===== src/rtl/seq_pipe_add2_arb.sv =====
// Two requesters share one 2-stage adder: stage 1 adds the low half and keeps
// the carry, stage 2 adds the high half. Round-robin grant, tagged responses.
module seq_pipe_add2_arb #(
  parameter int NBITS = 8
) (
  input  logic             clk,
  input  logic             reset,
  input  logic             req0_val,
  output logic             req0_rdy,
  input  logic [NBITS-1:0] req0_in0,
  input  logic [NBITS-1:0] req0_in1,
  input  logic             req1_val,
  output logic             req1_rdy,
  input  logic [NBITS-1:0] req1_in0,
  input  logic [NBITS-1:0] req1_in1,
  output logic             resp0_val,
  output logic [NBITS-1:0] resp0_out,
  output logic             resp1_val,
  output logic [NBITS-1:0] resp1_out,
  output logic             busy
);
  localparam int H      = NBITS / 2;
  localparam int STAGES = 2;

  typedef struct packed {
    logic         tag;
    logic         cy;
    logic [H-1:0] lo;
    logic [H-1:0] hi0;
    logic [H-1:0] hi1;
  } s1_t;

  typedef struct packed {
    logic             tag;
    logic [NBITS-1:0] sum;
  } s2_t;

  logic             prio;
  logic             xfer0, xfer1, xfer;
  logic [NBITS-1:0] op_a, op_b;
  logic [H:0]       lo_sum;
  logic [STAGES:1]  vld_pipe;
  s1_t              s1;
  s2_t              s2;

  // rdy never looks at its own port's val, so no val->rdy->val loop
  assign req0_rdy = ~prio | ~req1_val;
  assign req1_rdy =  prio | ~req0_val;
  assign xfer0    = req0_val & req0_rdy;
  assign xfer1    = req1_val & req1_rdy;
  assign xfer     = xfer0 | xfer1;

  assign op_a   = xfer1 ? req1_in0 : req0_in0;
  assign op_b   = xfer1 ? req1_in1 : req0_in1;
  assign lo_sum = {1'b0, op_a[H-1:0]} + {1'b0, op_b[H-1:0]};

  always_ff @(posedge clk or posedge reset) begin
    if (reset) begin
      prio     <= 1'b0;
      vld_pipe <= '0;
      s1       <= '0;
      s2       <= '0;
    end else begin
      // grant to 0 hands priority to 1 and vice versa; idle cycles hold it
      if (xfer) prio <= xfer0;
      vld_pipe <= {vld_pipe[1], xfer};
      if (xfer)
        s1 <= '{tag: xfer1, cy: lo_sum[H], lo: lo_sum[H-1:0],
                hi0: op_a[NBITS-1:H], hi1: op_b[NBITS-1:H]};
      if (vld_pipe[1])
        s2 <= '{tag: s1.tag, sum: {s1.hi0 + s1.hi1 + H'(s1.cy), s1.lo}};
    end
  end

  assign resp0_val = vld_pipe[2] & ~s2.tag;
  assign resp1_val = vld_pipe[2] &  s2.tag;
  assign resp0_out = resp0_val ? s2.sum : '0;
  assign resp1_out = resp1_val ? s2.sum : '0;
  assign busy      = |vld_pipe;

endmodule

===== config.mk =====
export PLATFORM = sky130hd
export DESIGN_NAME = seq_pipe_add2_arb
export DESIGN_NICKNAME = d
export VERILOG_FILES = /design/src/rtl/seq_pipe_add2_arb.sv
export SDC_FILE = /design/constraint.sdc
export NUM_CORES = 1
export LEC_CHECK = 0
export ABC_AREA = 1
export BUFFER_PORTS_ARGS = -buffer_cell sky130_fd_sc_hd__buf_2
export CAP_MARGIN = 30
export CORE_ASPECT_RATIO = 0.9
export CORE_MARGIN = 1.5
export CORE_UTILIZATION = 49
export DETAILED_ROUTE_END_ITERATION = 8
export GPL_TIMING_DRIVEN = 1
export PLACE_DENSITY = 0.79
export SYNTH_ARGS = -nofsm -noshare
export SYNTH_HDL_FRONTEND = slang
export SYNTH_SLANG_ARGS = --single-unit

===== constraint.sdc =====
create_clock -name clk -period 2.2 [get_ports clk]
set_input_delay 0.22 -clock clk [delete_from_list [all_inputs] [get_ports clk]]
set_output_delay 0.22 -clock clk [all_outputs]
set_load 0.01 [all_outputs]

# After elaboration in Yosys (flattened, before gate mapping)
# Cells that the tools add are included.
[word_totals] word_cells=28 ff_bits=26 memories=0 latch_bits=0 inputBits=36 ramBits=0 out_inout_bits=21 mem_bits_ro=0
[op_classes] n_mul=0 n_eq_ne=0 reduce_logical=1 n_lt_le_gt_ge=0 n_div=0 shift=0 add_sub_neg=3 n_mux=4 bitwise=11
[ops] operator="$mux 8" count=4
[ops] operator="$add 4x4->5" count=1
[ops] operator="$add 4x1->4" count=1
[ops] operator="$add 4x4->4" count=1
[ops] operator="$and 1x1->1" count=4
[ops] operator="$not 1->1" count=4
[ops] operator="$or 1x1->1" count=3
[ops] operator="$reduce_or 2->1" count=1

# Depth between registers and ports, before layout
[depth] depth_word=5 ltp_mapped=13 ltp_nobuf=12

# Worst setup path after synthesis
# OpenSTA, ideal clock, no wires.
[synth_path] path_kind="flip-flop to flip-flop" start="reg prio" end="reg s1[10] (netlist bit)" path_buffers=1 arrival_time_ns=1.764 required_ns=2.124 setup_time_ns=0.076 stages_incl_launch_ff=12 synth_period_minus_slack_ns=1.840 setup_slack_ns=0.360 cell_sequence="dfrtp_1 inv_1 nand2_2 nand2_2 buf_4 nand2_1 nand2_1 ha_1 inv_1 fa_1 xor2_1 o21ai_1"
[synth_between] elab_chain_len=4 elab_cells_between_ends=9 cone_classes="1 x add/sub; 2 x mux; 6 x bitwise"
[synth_rtl] element="from (decl)" line_no="38" rtl="logic prio;"
[synth_rtl] element="from (signal assigned)" line_no="65" rtl="if (xfer) prio <= xfer0;"
[synth_rtl] element="$or 1x1->1 *" line_no="48" rtl="assign req1_rdy = prio | ~req0_val;"
[synth_rtl] element="net req1_rdy" line_no="13" rtl="output logic req1_rdy,"
[synth_rtl] element="$and 1x1->1 *" line_no="50" rtl="assign xfer1 = req1_val & req1_rdy;"
[synth_rtl] element="$mux 8 (on tied branches)" line_no="53, 54"
[synth_rtl] element="$add 4x4->5" line_no="55" rtl="assign lo_sum = {1'b0, op_a[H-1:0]} + {1'b0, op_b[H-1:0]};"
[synth_rtl] element="to (signal assigned)" line_no="68" rtl="s1 <= '{tag: xfer1, cy: lo_sum[H], lo: lo_sum[H-1:0],"
[synth_rtl] element="to (decl)" line_no="43" rtl="s1_t s1;"
# The timed path passes the listed nets; every way through them passes the cells marked *.
# A chain may end at the register's enable or synchronous reset.

# Worst setup path after layout
[layout_path] start="reg prio" end="reg s1[12] (netlist bit)"
[layout_between] elab_chain_len=4 elab_cells_between_ends=9 cone_classes="1 x add/sub; 2 x mux; 6 x bitwise"
[layout_rtl] element="$or 1x1->1 / $not 1->1 (equally long branches)" line_no="48, 47"
[layout_rtl] element="$and 1x1->1 / $or 1x1->1 (equally long branches)" line_no="50, 47"
[layout_rtl] element="$mux 8, or another cell as far along" line_no="53" rtl="assign op_a = xfer1 ? req1_in0 : req0_in0;"
[layout_rtl] element="$add 4x4->5 / $or 1x1->1 (equally long branches)" line_no="55, 51"
# Parallel ways exist; a longest one is shown, timed or not.

==> results summary <==
The flow ran to the end, and the final reports show no timing, DRC or antenna violations. The post-synthesis instance area came out at roughly 1600 sq um. The core footprint came out at around 3000 sq um. Derived from the worst setup path, the maximum achievable clock frequency is 502 MHz. The slack of the critical path is 0.208 ns.

The final clock period utilization by the worst path is 90.5%. In the routed layout, each cell is associated on average with a via count of between 4 and 5. CTS placed an instance of clkbuf_4 at the clock tree root. The number of H-tree levels is 1. The die area is 3620 sq um. The count of buffers added on input and output ports is 56.

The overall overflow remaining after global route came out at 0. The pre-CTS setup slack came out at 0.260 ns. The top fanout value on the critical path came out at 12. The largest net degree at the start of global routing came out at 27. From bottom edge to top edge, the die measures 57.2 um. The clock buffer count from CTS is 3.

The cell occurring most often along the worst timing path is nand2_1. Dividing the detail-routed wire length by the instance count gives 9.45 um. The longest clock path from root to sink contains 2 buffers. The worst clock skew came out at 0.00652 ns.

The number of max-slew violations in the final report is 0. The setup path with the least slack is of type reg -> reg. The clock transition at the register clock pins on the worst setup and hold paths after CTS came out at 0.13 ns. At the pin with the least slew margin, the transition time is 0.337 ns. From left edge to right edge, the die measures 63.2 um. During I/O placement, the number of pins put on the boundary was 57.

The floorplan has 19 rows. The critical path arrival is between 2 and 2.5 ns. By area the synthesized netlist is led by dfrtp_1 (41%), nand2_1 (18%), inv_1 (8.0%). Setup repair after global routing left no endpoint under its margin. The final setup TNS came out at 0 ns. The slowest library cell on the worst path is dfrtp_1.

The count of endpoints failing setup in the final report is 0. The shortest clock period the worst path allows after layout came out at 1.99 ns. The global router's overall resource usage is 17.9%. The number of nets in the layout came out at between 300 and 400. The number of distinct library cells after synthesis is 22. The first-iteration detailed-routing DRC count is 29.

The data required time of the critical path is roughly 2.5 ns. STA classifies the critical path endpoint as a register. The number of placed instances with taps included came out at approximately 310. The share of layout cells above drive strength 1 is 28.0%.

The most frequent standard cell in the layout excluding fill and tap cells is nand2_1. The via count of the first global-routing pass is 1,265. In this run the static leakage power is between 1 and 1.5 nW. Wires add up to roughly 3000 um. The warning count from the yosys run came out at 0. The fraction of the yosys area taken by sequential cells came out at 40.7%. 0 antenna diodes ended up in the layout. The max-cap check violation count is 0. The synthesis-stage register bit count came out at 26. The first-pass iteration count of the detailed router is 4. The synthesized design devotes to its leading area cell type 40.7% of total area. The via count is 1,411. The peak supply drop is 0.000495 V. The top cell type by total area after synthesis is dfrtp_1.

In this run the worst hold path is classified as in -> reg. In the synthesized netlist the dominant register cell turns out to be dfrtp_1. The post-synthesis instance total came out at 218. The half-perimeter wire length of the detailed placement result came out at 2400 um.

The share of async-settable or async-resettable flops after synthesis is 100%. The average size of a mapped cell came out at ~7.3 sq um. The worst slew margin relative to its limit came out at between 70 and 80%. The number of antenna violations at the first check in global routing came out at 0. Walking the worst path, the cells encountered are inv_1 -> nand2_2 -> nand2_2 -> nand2_1 -> nand2_1 -> ha_1 -> inv_1 -> fa_1 -> o21ai_0 -> nand2_1 -> o21ai_1. Counting every net in the synthesized netlist gives 263.

The starting density of the core is 51.7%. The weighted congestion reported at the end of routability-driven placement came out at 0.809. The delay of the slowest critical-path stage came out at 0.41 ns. The first global-routing pass estimated 5200 um of wire. The number of hold-slack violations in the final timing report came out at 0.

The synthesis-to-finish area growth came out at 21.6%. The number of cells in the finished layout apart from fillers is 317. The total clock sinks is 26. The worst setup path is launched from a register. The insertion delay of the later-clocked pin in the worst-skew pair is 0.32 ns. TritonCTS built the clock tree. Yosys mapped a number of flops with a built-in enable equal to 0. In the layout the commonest cells are nand2_1 (76), buf_2 (56), inv_1 (34). For this run, design rule violations remaining after detail routing come to 0. The final antenna-violating net count is 0.

Power spread over the standard cell area amounts to roughly 750 nW/um^2.
## Yosys cell counts, types with 2 or more instances
cell type	instances
o21ai_1	7
nor2_1	26
o21ai_0	10
a21oi_1	2
nand2_1	76
nand2_2	2
buf_4	3
inv_1	34
o21ai_2	7
dfrtp_1	26
ha_1	6
inv_2	2
fa_1	3
buf_6	2
nand3_1	5
## per-stage QoR
stage	utilization (%)	instance area (sq um)	hold slack (ns)	power, mW
5_1_grt	62.9	1940	0.142	1.59
4_1_cts	62.9	1940	0.145	1.48
3_5_place_dp	61.4	1900	0.288	1.24
2_1_floorplan	-	1600	0.260	1.08
6_report	62.9	1940	0.149	1.47
3_3_place_gp	61.4	1900	0.284	1.22
## sequential cells by signal, indices dropped and copies added, names as in the netlist
register	count
prio	1
s1	14
s2	9
vld_pipe	2
## power by group
group	leakage [nW]	internal (mW)	switching (mW)	total (mW)
Clock	0.0210	0.101	0.135	0.236
Sequential	0.310	0.599	0.0668	0.666
Combinational	0.828	0.229	0.336	0.564
## worst max-delay path, delay by kind of cell, from the launching register on
| family | cells | cell delay (ns) |
|---|---|---|
| AOI/OAI and AO/OA | 2 | 0.26 |
| and+or+nand+nor | 5 | 0.53 |
| DFF | 1 | 0.41 |
| adders and majority gates | 2 | 0.56 |
| buffers and inverters | 2 | 0.19 |
## cell families (layout without fill, tap and decap cells)
group | after synthesis | count (layout) | synth area share, %
AND/OR/NAND/NOR | 111 | 111 | 27.4
adder cells (fa/ha/maj) | 9 | 9 | 8.45
XOR/XNOR | 2 | 2 | 1.10
flip-flops | 26 | 26 | 40.7
buffers and inverters | 43 | 100 | 11.9
AO/OA/AOI/OAI | 27 | 27 | 10.5
## repair_timing
item | in CTS | in global routing
hold buffers | 1 | 0
buffers inserted | 0 | 0
hold endpoints to repair | 26 | 0
resized for setup | 0 | 0
## worst paths after layout
path	from	to	slack [ns]	cells after the start
hold / removal	req0_in1[7]	s1[3]$_DFFE_PP0P_	0.15	3
setup reg to reg	prio$_DFFE_PP0P_	s1[12]$_DFFE_PP0P_	0.21	11
min in group asynchronous	reset	prio$_DFFE_PP0P_	0.47	4
hold reg to reg	s1[8]$_DFFE_PP0P_	s1[8]$_DFFE_PP0P_	0.50	2
max in group asynchronous	reset	s2[4]$_DFFE_PP0P_	1.49	4
setup / recovery	prio$_DFFE_PP0P_	s1[12]$_DFFE_PP0P_	0.21	11
## final cells by class
type | instances | area [sq um]
Inverter | 37 | 141
Clock buffer | 4 | 36.3
Timing Repair Buffer | 59 | 305
Sequential cell | 26 | 651
Fill cell | 299 | 1150
Multi-Input combinational cell | 149 | 758
Tap cell | 42 | 52.6
## routing by layer
metal	up-vias	global-route usage (%)	wire length, um
met3	4	2.37	131
met4	0	5.59	31
met1	595	25.0	1530
li1	770	-	-
met5	-	0	0
met2	42	29.3	1310
Power figures use the tool's default switching activity.
